**config.mk**
```make
export PLATFORM = sky130hd
export DESIGN_NAME = ps2_bus_monitor
export DESIGN_NICKNAME = d
export VERILOG_FILES = /design/src/rtl/ps2_bus_monitor.sv
export SDC_FILE = /design/constraint.sdc
export NUM_CORES = 1
export LEC_CHECK = 0
export CAP_MARGIN = 30
export CORE_MARGIN = 3
export CORE_UTILIZATION = 40
export DETAILED_ROUTE_END_ITERATION = 8
export PLACE_DENSITY_LB_ADDON = 0.3
export SLEW_MARGIN = 10
export SYNTH_ARGS = -nofsm -noshare
export SYNTH_HDL_FRONTEND = slang
export SYNTH_SLANG_ARGS = --single-unit
export TNS_END_PERCENT = 5
```
**constraint.sdc**
```tcl
create_clock -name clk -period 5.5 [get_ports clk]
set_input_delay 0.55 -clock clk [delete_from_list [all_inputs] [get_ports clk]]
set_output_delay 0.55 -clock clk [all_outputs]
set_load 0.05 [all_outputs]
```
**src/rtl/ps2_bus_monitor.sv**
```systemverilog
// Passive PS/2 bus observer: decodes device-to-host and host-to-device frames,
// checks parity/stop/ack/timeout and queues tagged entries in a FWFT FIFO.
//
//   state     | meaning
//   IDLE      | bus idle, waiting for a falling clock edge
//   RX_BITS   | device-to-host frame, sampling on falling edges
//   INHIBIT   | host holding clock low, measuring request-to-send
//   TX_BITS   | host-to-device frame, sampling on rising edges
//   TX_ACK    | waiting for the device acknowledge on the next fall
`timescale 1ns/1ps
module ps2_bus_monitor #(
  parameter int FILTER_LEN     = 8,
  parameter int INHIBIT_MIN    = 5000,
  parameter int TIMEOUT_CYCLES = 100000,
  parameter int FIFO_AW        = 4
) (
  input  logic               clk,
  input  logic               reset,
  input  logic               ps2c,
  input  logic               ps2d,
  input  logic               rd_en,
  output logic [10:0]        rd_data,
  output logic               empty,
  output logic               full,
  output logic [FIFO_AW:0]   count,
  output logic               overflow,
  output logic               frame_tick
);

  localparam int PH_MAX = (INHIBIT_MIN > TIMEOUT_CYCLES) ? INHIBIT_MIN : TIMEOUT_CYCLES;
  localparam int PH_W   = $clog2(PH_MAX + 1);
  localparam int FL_W   = $clog2(FILTER_LEN + 1);
  localparam int DEPTH  = 2 ** FIFO_AW;

  typedef enum logic [2:0] {S_IDLE, S_RX_BITS, S_INHIBIT, S_TX_BITS, S_TX_ACK} state_t;

  logic            r_c_meta, r_c_sync, r_d_meta, r_d_sync;
  logic            r_c_filt, r_d_filt, r_c_prev;
  logic [FL_W-1:0] r_c_cnt, r_d_cnt;
  logic [PH_W-1:0] r_phase;
  logic            w_fall, w_rise, w_timeout, w_inhibit_ok, w_bit_edge;

  state_t          r_state, w_state_nxt;
  logic [3:0]      r_bit, w_bit_nxt;
  logic [7:0]      r_data, w_data_nxt;
  logic            r_par_bad, w_par_bad_nxt, r_stop_bad, w_stop_bad_nxt;
  logic            r_push, w_push_nxt;
  logic [10:0]     r_push_data, w_push_data_nxt;

  logic [10:0]        r_mem [DEPTH];
  logic [FIFO_AW-1:0] r_wr_ptr, r_rd_ptr;
  logic [FIFO_AW:0]   r_count;
  logic               r_overflow;
  logic               w_empty, w_full, w_pop, w_wr;

  always_ff @(posedge clk) begin
    if (reset) begin
      r_c_meta <= 1'b1; r_c_sync <= 1'b1;
      r_d_meta <= 1'b1; r_d_sync <= 1'b1;
    end else begin
      r_c_meta <= ps2c; r_c_sync <= r_c_meta;
      r_d_meta <= ps2d; r_d_sync <= r_d_meta;
    end
  end

  // a line only changes after FILTER_LEN consecutive differing samples
  always_ff @(posedge clk) begin
    if (reset) begin
      r_c_cnt  <= '0;
      r_c_filt <= 1'b1;
    end else if (r_c_sync == r_c_filt) begin
      r_c_cnt  <= '0;
    end else if (r_c_cnt == FL_W'(FILTER_LEN - 1)) begin
      r_c_filt <= r_c_sync;
      r_c_cnt  <= '0;
    end else begin
      r_c_cnt  <= r_c_cnt + FL_W'(1);
    end
  end

  always_ff @(posedge clk) begin
    if (reset) begin
      r_d_cnt  <= '0;
      r_d_filt <= 1'b1;
    end else if (r_d_sync == r_d_filt) begin
      r_d_cnt  <= '0;
    end else if (r_d_cnt == FL_W'(FILTER_LEN - 1)) begin
      r_d_filt <= r_d_sync;
      r_d_cnt  <= '0;
    end else begin
      r_d_cnt  <= r_d_cnt + FL_W'(1);
    end
  end

  assign w_fall = r_c_prev & ~r_c_filt;
  assign w_rise = ~r_c_prev & r_c_filt;

  // the edge cycle itself counts as the first cycle of the new phase
  always_ff @(posedge clk) begin
    if (reset) begin
      r_c_prev <= 1'b1;
      r_phase  <= '0;
    end else begin
      r_c_prev <= r_c_filt;
      if (w_fall || w_rise)
        r_phase <= PH_W'(1);
      else if (r_phase != PH_W'(PH_MAX))
        r_phase <= r_phase + PH_W'(1);
    end
  end

  assign w_timeout    = (r_phase == PH_W'(TIMEOUT_CYCLES));
  assign w_inhibit_ok = (r_phase >= PH_W'(INHIBIT_MIN));
  assign w_bit_edge   = (r_state == S_RX_BITS) ? w_fall : w_rise;

  function automatic logic [1:0] f_err(input logic par_bad, input logic frame_bad);
    if (par_bad)        return 2'd1;
    else if (frame_bad) return 2'd2;
    else                return 2'd0;
  endfunction

  always_comb begin
    w_state_nxt     = r_state;
    w_bit_nxt       = r_bit;
    w_data_nxt      = r_data;
    w_par_bad_nxt   = r_par_bad;
    w_stop_bad_nxt  = r_stop_bad;
    w_push_nxt      = 1'b0;
    w_push_data_nxt = '0;
    unique case (r_state)
      S_IDLE: begin
        if (w_fall) begin
          w_bit_nxt      = '0;
          w_data_nxt     = '0;
          w_par_bad_nxt  = 1'b0;
          w_stop_bad_nxt = 1'b0;
          w_state_nxt    = r_d_filt ? S_INHIBIT : S_RX_BITS;
        end
      end
      S_INHIBIT: begin
        if (w_rise)
          w_state_nxt = (w_inhibit_ok && !r_d_filt) ? S_TX_BITS : S_IDLE;
      end
      S_RX_BITS, S_TX_BITS: begin
        if (w_timeout) begin
          w_push_nxt      = 1'b1;
          w_push_data_nxt = {(r_state == S_TX_BITS), 2'd3, r_data};
          w_state_nxt     = S_IDLE;
        end else if (w_bit_edge) begin
          w_bit_nxt = r_bit + 4'd1;
          if (r_bit < 4'd8) begin
            w_data_nxt[r_bit[2:0]] = r_d_filt;
          end else if (r_bit == 4'd8) begin
            w_par_bad_nxt = ~^{r_data, r_d_filt};
          end else begin
            w_stop_bad_nxt = ~r_d_filt;
            if (r_state == S_RX_BITS) begin
              w_push_nxt      = 1'b1;
              w_push_data_nxt = {1'b0, f_err(r_par_bad, ~r_d_filt), r_data};
              w_state_nxt     = S_IDLE;
            end else begin
              w_state_nxt = S_TX_ACK;
            end
          end
        end
      end
      S_TX_ACK: begin
        if (w_timeout) begin
          w_push_nxt      = 1'b1;
          w_push_data_nxt = {1'b1, 2'd3, r_data};
          w_state_nxt     = S_IDLE;
        end else if (w_fall) begin
          w_push_nxt      = 1'b1;
          w_push_data_nxt = {1'b1, f_err(r_par_bad, r_stop_bad | r_d_filt), r_data};
          w_state_nxt     = S_IDLE;
        end
      end
      default: w_state_nxt = S_IDLE;
    endcase
  end

  always_ff @(posedge clk) begin
    if (reset) begin
      r_state     <= S_IDLE;
      r_bit       <= '0;
      r_data      <= '0;
      r_par_bad   <= 1'b0;
      r_stop_bad  <= 1'b0;
      r_push      <= 1'b0;
      r_push_data <= '0;
    end else begin
      r_state     <= w_state_nxt;
      r_bit       <= w_bit_nxt;
      r_data      <= w_data_nxt;
      r_par_bad   <= w_par_bad_nxt;
      r_stop_bad  <= w_stop_bad_nxt;
      r_push      <= w_push_nxt;
      r_push_data <= w_push_data_nxt;
    end
  end

  // a pop frees the head slot, so a push while full is accepted alongside it
  assign w_empty = (r_count == '0);
  assign w_full  = (r_count == (FIFO_AW + 1)'(DEPTH));
  assign w_pop   = rd_en & ~w_empty;
  assign w_wr    = r_push & (~w_full | w_pop);

  always_ff @(posedge clk) begin
    if (reset) begin
      r_wr_ptr   <= '0;
      r_rd_ptr   <= '0;
      r_count    <= '0;
      r_overflow <= 1'b0;
    end else begin
      if (w_wr)  r_wr_ptr <= r_wr_ptr + FIFO_AW'(1);
      if (w_pop) r_rd_ptr <= r_rd_ptr + FIFO_AW'(1);
      if (w_wr && !w_pop)      r_count <= r_count + (FIFO_AW + 1)'(1);
      else if (!w_wr && w_pop) r_count <= r_count - (FIFO_AW + 1)'(1);
      if (r_push && !w_wr)     r_overflow <= 1'b1;
    end
  end

  always_ff @(posedge clk) begin
    if (w_wr) r_mem[r_wr_ptr] <= r_push_data;
  end

  assign rd_data    = w_empty ? 11'd0 : r_mem[r_rd_ptr];
  assign empty      = w_empty;
  assign full       = w_full;
  assign count      = r_count;
  assign overflow   = r_overflow;
  assign frame_tick = r_push;

endmodule

```
==> flow_summary.toml, run 1 <==
[outcome]
run_status = "finished, final reports clean"

[routing]
firstDrtPassIters = 5
routed_wire_per_std_cell_um = 19.88
routed.top_layer = "met4"
avgViaCountPerCell = 5.417
drt_iter0_drc = 529
route.vias.total = 5845
detailroute.wirelength.met3_um = 1121
detail_route.drc_violations = 0
met2_length_um = 10380
drt_wl_total_um = 21450
routedLengthMet1_um = 9502
ant_nets = 0

[logic_synthesis]
syn_std_cell_area_um2 = 10520
synth_fp_nets = 713
ys_ff_latch = 255
synth-async-reset-ratio_pct = 0
yosys_warnings = 0
synth_enable_flop_cells = 176
seq_area_frac_synth_pct = 65.27
synth.distinct_cells = 67
avgSynthCellArea_um2 = 15.25
postSynth.topFlopCell = "edfxtp_1"
syn-instance-count = 690

[worst_setup_path]
arrival_ns = 3.57
cp-end-kind = "primary output"
required_time_of_the_worst_setup_path_ns = 4.95
setup.worst_path.start_class = "flop"
critical_path.max_fanout = 25
cpMostUsedCell = "mux4_2"
r2r_start = "count[0]"
worst_path_largest_cell_delay_ns = 0.83
timing.critical_path.slowest_stage_cell = "dfxtp_2"
cp_cell_sequence = "buf_12 -> mux4_2 -> mux4_2 -> nor2b_1 -> clkdlybuf4s50_1"
critPathKind = "flop to primary output"

[min_path]
worstHoldStart = "r_d_meta"
hold_path_class = "flop to flop"

[clock_network]
h-tree-depth = 1
cts-root-to-sink-buffers = 3
worst_skew_pair.late_latency_ns = 0.53
post_cts_resized = 0
cts.reportedPaths.clkPinSlew_ns = 0.06
cts_root_buf = "clkbuf_16"
clkSinkCount = 255
tritoncts = "yes"
cts_post_setup_buffers_inserted = 0
cts_hold_buf = 0
numCtsBuffers = 27

[timing]
finClkSkew_ns = 0.01579
slew_violations = 0
rsz0062_at_grt = "false"
setup_violations = 0
slew_hr_pct = 35.05
worst_pin_slew_ns = 0.9731
achievable-frequency_mhz = 243.0
final.period_utilization_pct = 74.82
final.hold.worst_slack_ns = 0.4125
total_count_of_hold_check_failures_in_the_final_report = 0
min_period_ns = 4.115
finalSetupTns_ns = 0

[finish]
area.growth.synth_to_final_pct = 14.87
layout.core_utilization_pct = 47.31
insertedDiodeCount = 0
layout-drive-gt1-share_pct = 20.83
final_nets = 751
layout_commonest_cell = "edfxtp_1"
most-common-layout-cells = "176 x edfxtp_1, 77 x dfxtp_1, 57 x nor2_1"
num-fill-cells = 2207

[floorplanning]
initial_core_util_pct = 41.18
dieArea_um2 = 28280
rows = 58
boundaryPins = 25
floorplan.core_area_um2 = 25540
die_span_in_x_um = 168.2
dieHeight_um = 168.2

[place]
place.gp.congestion = 0.7916
port_bufs = 24
hpwlAfterDp_um = 13390

[power_and_ir_drop]
seq_power_share_pct = 43.3
power.share.combinational_pct = 19.4
reported_leakage_power_nw = 4.203
power.switching_fraction_pct = 27.68
share_clk_of_total_power_pct = 37.3
net_switching_component_of_the_power_mw = 1.356
power.internal_mw = 3.545
powerDensity_nw_per_um2 = 405.6
worst_ir_drop_vdd_v = 0.0003780

[global_routing]
grt_antenna_before_repair = 0
grt_start_max_net_pins = 49
grt_overflow = 0
number_of_global_route_vias_before_repair = 5987
grt_util_all_layers_pct = 15.24
first_pass_grt_wire_length_um = 33990

[job]
maxCapViolations = 0
-- area by class of cell --
type                    instances  area, um^2  area share, %
clock buffers                  38       767.0          6.347
clock inverters                12       145.1          1.201
inverters                      24       90.09         0.7455
multi-input cells             378        3390          28.05
flip-flops and latches        255        6869          56.84
well taps                     330       412.9          3.417
repair buffers                 42       410.4          3.396
-- path summary, 6_finish.rpt --
path / to / slack, ns / cells past startpoint
min reg2reg: r_d_sync / 0.41 / 1
max: rd_data[1] / 1.38 / 5
max reg2reg: count[4] / 2.07 / 10
min: r_d_sync / 0.41 / 1
-- cells in the mapped netlist (3+ instances only) --
master	instances	area [um^2]
nand2_1	32	120.1
xor2_1	14	122.6
ha_1	17	212.7
nand3_1	10	50.05
inv_1	24	90.09
o31ai_1	4	30.03
xnor2_1	20	175.2
nor2b_1	16	100.1
nor3_1	13	65.06
dfxtp_1	79	1582
o211ai_1	4	30.03
nor2_1	61	229.0
a31oi_1	9	56.30
nand4_1	4	25.02
or2_2	6	37.54
mux2i_1	4	40.04
o21ai_0	14	70.07
or3_1	7	43.79
and3_1	4	25.02
buf_2	6	30.03
a21oi_1	16	80.08
and2_2	8	60.06
mux4_2	55	1239
a211oi_1	6	45.04
clkbuf_8	3	41.29
nand2b_1	7	43.79
edfxtp_1	176	5285
a21o_1	3	22.52
clkbuf_1	19	71.32
-- cell families after synthesis --
kind of cell | synth area share, %
xor gates and xnor gates | 2.831
muxes | 12.26
buffers and inverters | 2.605
AOI/OAI and AO/OA | 4.960
adders and majority gates | 2.212
and+or+nand+nor | 9.860
DFF | 65.27
-- layer usage --
layer | GRT usage (%) | up-vias
li1 | - | 2687
met2 | 24.86 | 150
met5 | 0 | -
met4 | 3.380 | 0
met1 | 21.83 | 2974
met3 | 2.324 | 34
-- stage by stage --
step,setup slack (ns),cells,total power [mW],instance area (um^2)
2_1_floorplan,2.235,690,2.820,10520
3_3_place_gp,1.891,1026,3.097,11120
3_5_place_dp,1.703,1027,3.125,11140
4_1_cts,1.283,1077,4.960,12050
5_1_grt,1.170,1079,5.086,12080
6_report,1.385,1079,4.901,12080
-- power by group through the flow --
stage	clock (mW)	sequential, mW	combinational (mW)
2_1_floorplan	0	2.15	0.672
3_3_place_gp	0	2.18	0.920
3_5_place_dp	0	2.17	0.958
4_1_cts	1.87	2.13	0.961
5_1_grt	1.95	2.13	1.00
6_report	1.83	2.12	0.949
-- sequential cells by signal (all words and copies together), names as in the netlist, 4 cells and up, named ones only --
signal / count
r_phase: 17
r_bit: 4
r_rd_ptr: 4
r_d_cnt: 4
r_data: 8
r_c_cnt: 4
count: 5
r_wr_ptr: 4
r_mem: 176
r_push_data: 11
-- critical path, delay by kind of cell (launching register included) --
kind / cells / cell delay, ns
buffers and inverters: 2 / 1.02
flip-flops: 1 / 0.83
multiplexers: 2 / 1.01
AND/OR/NAND/NOR: 1 / 0.15
Power figures use the tool's default switching activity.
==> run 2: changes to the inputs <==
==> constraint.sdc (replaced) <==
create_clock -name clk -period 4.3 [get_ports clk]
set_input_delay 0.43 -clock clk [delete_from_list [all_inputs] [get_ports clk]]
set_output_delay 0.43 -clock clk [all_outputs]
set_load 0.05 [all_outputs]
==> run 2 against run 1 <==
Critical path type unchanged. Largest cell class unchanged. Via count grew 0.24%. Worst hold slack gained 0.0093 ns. Utilization shrank 0.093 points. Critical path depth is the same. Final cell count is the same. Clock power grew 21%. Clock skew shrank 0.0029 ns.
==> flow_summary.toml, run 2 (synthesized netlist as in run 1, its figures left out) <==
[outcome]
run_status = "finished, final reports clean"

[worst_setup_path]
timing.critical_path.slowest_stage_cell = "clkdlybuf4s50_1"
required_time_of_the_worst_setup_path_ns = 3.87
arrival_ns = 3.21
worst_r2r_path_depth = 10
critPathKind = "flop to primary output"
setup.worst_path.start_class = "flop"
cpMostUsedCell = "mux4_2"
cp-end-kind = "primary output"
worst_path_largest_cell_delay_ns = 0.70
cp_cell_sequence = "buf_4 -> mux4_2 -> mux4_2 -> nor2b_1 -> clkdlybuf4s50_1"
rrSetupSlack_ns = 0.90
r2r_start = "count[0]"
capturing_element_of_the_worst_setup_path = "rd_data[7]"
critical_path.max_fanout = 44
worstReg2RegEnd = "count[4]"

[finish]
layoutNonFillerInstCount = 1079
final_nets = 752
most-common-layout-cells = "176 x edfxtp_1, 77 x dfxtp_1, 55 x mux4_2"
largest_reg_flops = 176
largest_register = "r_mem"
insertedDiodeCount = 0
area.growth.synth_to_final_pct = 14.64
layout.core_utilization_pct = 47.21
num-fill-cells = 2202
finalInstanceArea_um2 = 12060
layout_top_registers = "r_mem x176, r_phase x17, r_push_data x11"
layout_commonest_cell = "edfxtp_1"
layout-drive-gt1-share_pct = 20.83

[timing]
final.hold.worst_slack_ns = 0.4218
slew_violations = 0
worst_pin_slew_ns = 0.9217
final_critical_path_setup_slack_ns = 0.6640
finalSetupTns_ns = 0
rsz0062_at_grt = "false"
final.period_utilization_pct = 84.56
finClkSkew_ns = 0.01289
min_period_ns = 3.636
setup_violations = 0
total_count_of_hold_check_failures_in_the_final_report = 0
achievable-frequency_mhz = 275.0
slew_hr_pct = 38.55

[clock_network]
numCtsBuffers = 27
tritoncts = "yes"
h-tree-depth = 1
worst_skew_pair.late_latency_ns = 0.52
cts-root-to-sink-buffers = 3
cts_root_buf = "clkbuf_16"
cts_post_setup_buffers_inserted = 0
cts.reportedPaths.clkPinSlew_ns = 0.06
clkSinkCount = 255
post_cts_resized = 0
cts_hold_buf = 0

[floorplanning]
floorplan.core_area_um2 = 25540
die_span_in_x_um = 168.2
initial_core_util_pct = 41.18
dieArea_um2 = 28280
rows = 58
dieHeight_um = 168.2
boundaryPins = 25

[power_and_ir_drop]
powerDensity_nw_per_um2 = 511.7
design_power_total_mw = 6.171
power.internal_mw = 4.446
share_clk_of_total_power_pct = 36.0
seq_power_share_pct = 43.1
net_switching_component_of_the_power_mw = 1.725
power.share.combinational_pct = 20.9
worst_ir_drop_vdd_v = 0.0006516
reported_leakage_power_nw = 3.696
power.switching_fraction_pct = 27.96

[routing]
route.vias.total = 5859
detail_route.drc_violations = 0
firstDrtPassIters = 5
drt_wl_total_um = 21430
avgViaCountPerCell = 5.430
drt_iter0_drc = 508
ant_nets = 0
routed_wire_per_std_cell_um = 19.86

[global_routing]
grt_antenna_before_repair = 0
top_usage_layer = "met2"
grt_overflow = 0
grt.met3_usage_pct = 2.606
grt_start_max_net_pins = 49
number_of_global_route_vias_before_repair = 6110
first_pass_grt_wire_length_um = 34510
met1_usage_pct = 22.20
grt.met2_usage_pct = 25.31
grt_util_all_layers_pct = 15.50

[place]
place.gp.congestion = 0.8182
dpl_worst_slack_ns = 0.9018
placement.cell_area_um2 = 11170
place.detailed.instances = 1027
port_bufs = 24
hpwlAfterDp_um = 13310

[min_path]
hold_path_class = "flop to flop"
holdPathStages = 1

[job]
maxCapViolations = 0
run 2: changes by cell type in the layout (fill, tap and decap cells not counted), sizes merged:
| cell | before | now |
|---|---|---|
| buf | 19 | 20 |
| clkinv | 6 | 8 |
| bufinv | 3 | 2 |
| clkbuf | 38 | 37 |
| inv | 26 | 25 |
run 2: per-layer routing:
metal | vias up | wire length [um]
met5 | - | 0
met1 | 2987 | 9612
li1 | 2689 | -
met3 | 33 | 1108
met4 | 0 | 421
met2 | 150 | 10290
run 2: worst min-delay path by stage:
stage / startpoint / endpoint
after floorplan: r_c_meta / r_c_sync
after global placement: r_c_meta / r_c_sync
after detailed placement: r_c_meta / r_c_sync
after CTS: r_c_meta / r_c_sync
after global routing: r_d_meta / r_d_sync
final: r_c_meta / r_c_sync
run 2: layout make-up:
type	instances	area [um^2]	area share (%)
Timing Repair Buffer	43	436.7	3.621
Tap cell	330	412.9	3.424
Inverter	24	90.09	0.7470
Sequential cell	255	6869	56.96
Clock buffer	37	733.2	6.079
Clock inverter	12	121.4	1.006
Multi-Input combinational cell	378	3397	28.17
run 2: power by group through the flow:
stage,Clock (mW),Combinational [mW],Sequential [mW]
2_1_floorplan,0,0.881,2.75
3_3_place_gp,0,1.28,2.71
3_5_place_dp,0,1.30,2.71
4_1_cts,2.27,1.31,2.66
5_1_grt,2.39,1.37,2.66
6_report,2.22,1.29,2.66
run 2: worst max-delay path: cells and delay by family (launching register included):
family / cells / cell delay, ns
buffers and inverters: 2 / 1.21
flip-flops: 1 / 0.32
multiplexers: 2 / 0.93
AND/OR/NAND/NOR: 1 / 0.16
==> run 3: changes to the inputs <==
==> constraint.sdc (replaced) <==
create_clock -name clk -period 3.6 [get_ports clk]
set_input_delay 0.36 -clock clk [delete_from_list [all_inputs] [get_ports clk]]
set_output_delay 0.36 -clock clk [all_outputs]
set_load 0.05 [all_outputs]
==> run 3 against run 2 <==
Combinational power grew 19%. Total power grew 20%. Global-route usage shrank 0.65 points. Count of clock-buffer cells in the layout shrank 2. Final cell count grew 0.83%. Critical path depth is the same. Register-to-register slack lost 0.40 ns. Sequential share of layout area shrank 0.35 points. Non-clock buffer count grew 8. Utilization grew 0.29 points. Via count shrank 0.27%. Wire length shrank 1.6%.
==> flow_summary.toml, run 3 (synthesized netlist as in run 1, its figures left out) <==
[outcome]
run_status = "finished, final reports clean"

[finish]
insertedDiodeCount = 0
final_nets = 760
area.growth.synth_to_final_pct = 15.35
most-common-layout-cells = "176 x edfxtp_1, 77 x dfxtp_1, 61 x nor2_1"
layout_top_registers = "r_mem x176, r_phase x17, r_push_data x11"
layout_commonest_cell = "edfxtp_1"
largest_reg_flops = 176
finalInstanceArea_um2 = 12140
layout-drive-gt1-share_pct = 21.50
num-fill-cells = 2186
layoutNonFillerInstCount = 1088
largest_register = "r_mem"

[routing]
drt_iter0_drc = 511
avgViaCountPerCell = 5.370
route.vias.total = 5843
ant_nets = 0
drt_wl_total_um = 21090
routed_wire_per_std_cell_um = 19.38
firstDrtPassIters = 4
detail_route.drc_violations = 0

[clock_network]
worst_skew_pair.late_latency_ns = 0.53
numCtsBuffers = 27
clkSinkCount = 255
cts_root_buf = "clkbuf_16"
cts.reportedPaths.clkPinSlew_ns = 0.06
h-tree-depth = 1
cts-root-to-sink-buffers = 3
tritoncts = "yes"

[timing]
worst_pin_slew_ns = 0.7944
rsz0062_at_grt = "false"
final.period_utilization_pct = 97.37
slew_hr_pct = 46.97
achievable-frequency_mhz = 285.3
finClkSkew_ns = 0.01298
min_period_ns = 3.505
slew_violations = 0
setup_violations = 0
total_count_of_hold_check_failures_in_the_final_report = 0
finalSetupTns_ns = 0

[worst_setup_path]
critical_path.max_fanout = 8
worst_path_largest_cell_delay_ns = 0.71
worst_r2r_path_depth = 10
cpMostUsedCell = "mux4_2"
arrival_ns = 3.15
critPathKind = "flop to primary output"
timing.critical_path.slowest_stage_cell = "clkdlybuf4s50_1"
critical_path.top_delay_family = "multiplexers"
timing.critical_path.buf_inv = 2
worstReg2RegEnd = "count[4]"
rrSetupSlack_ns = 0.50
setup.worst_path.start_class = "flop"
cp-end-kind = "primary output"
required_time_of_the_worst_setup_path_ns = 3.24
r2r_start = "count[0]"
cp_cell_sequence = "buf_4 -> mux4_2 -> mux4_2 -> nor2b_1 -> clkdlybuf4s50_1"

[global_routing]
number_of_global_route_vias_before_repair = 5855
grt_start_max_net_pins = 49
grt_overflow = 0
grt_util_all_layers_pct = 14.85
grt_antenna_before_repair = 0
first_pass_grt_wire_length_um = 33060

[min_path]
worstHoldStart = "reset"
holdPathStages = 2
hold_path_class = "input pin to flop"
min_delay_worst_endpoint = "r_phase[0]"

[place]
place.detailed.instances = 1036
placement.cell_area_um2 = 11210
port_bufs = 24
hpwlAfterDp_um = 12990
place.gp.congestion = 0.8221

[power_and_ir_drop]
worst_ir_drop_vdd_v = 0.0006153
powerDensity_nw_per_um2 = 610.8
reported_leakage_power_nw = 3.812
design_power_total_mw = 7.412

[floorplanning]
dieArea_um2 = 28280
die_span_in_x_um = 168.2
floorplan.core_area_um2 = 25540
boundaryPins = 25
dieHeight_um = 168.2
initial_core_util_pct = 41.18
rows = 58

[job]
maxCapViolations = 0
run 3: cell count changes in the layout (fill, tap and decap cells not counted), sizes merged, moves of 2 or more:
cell | previous run | this run
clkdlybuf4s50 | 23 | 17
clkinvlp | 1 | 3
dlymetal6s2s | 0 | 6
inv | 25 | 27
buf | 20 | 28
clkbuf | 37 | 35
run 3: what timing repair did:
action | in CTS | in global routing
setup endpoints to repair | 0 | 6
hold endpoints to repair | 0 | 0
hold buffers | 0 | 0
buffers inserted | 0 | 0
resized for setup | 0 | 6
run 3: layout make-up:
type / count / area [um^2] / area share, %
flip-flops and latches: 255 / 6869 / 56.60
multi-input cells: 378 / 3379 / 27.85
clock buffers: 35 / 765.7 / 6.310
repair buffers: 51 / 503.0 / 4.145
well taps: 330 / 412.9 / 3.402
clock inverters: 15 / 115.1 / 0.9485
inverters: 24 / 90.09 / 0.7423
run 3: through the flow:
step / utilization, % / hold WS [ns] / worst slack (ns)
floorplan: - / 0.3895 / 0.3345
global placement: 43.89 / 0.3927 / 0.5360
detailed placement: 43.89 / 0.3934 / 0.4642
CTS: 47.34 / 0.3659 / 0.01624
global route: 47.51 / 0.2647 / 0.004663
finish: 47.51 / 0.2296 / 0.09477
run 3: worst max-delay path by stage:
stage,end,slack (ns),depth (start not counted)
detailed placement,count[4],0.46,11
finish,rd_data[8],0.09,5
global route,rd_data[5],0.005,5
CTS,rd_data[7],0.02,5
floorplan,count[4],0.33,10
global placement,count[4],0.54,11
run 3: where the power goes:
part           switching, mW  internal, mW
logic                  0.907         0.630
registers             0.0613          3.13
clock network           1.11          1.57
total                   2.07          5.34
run 3: metal layers:
layer	GRT usage (%)	part of all wire, %
met4	3.629	2.2
met5	0	0
met3	2.160	3.8
met1	20.71	45
met2	24.77	49
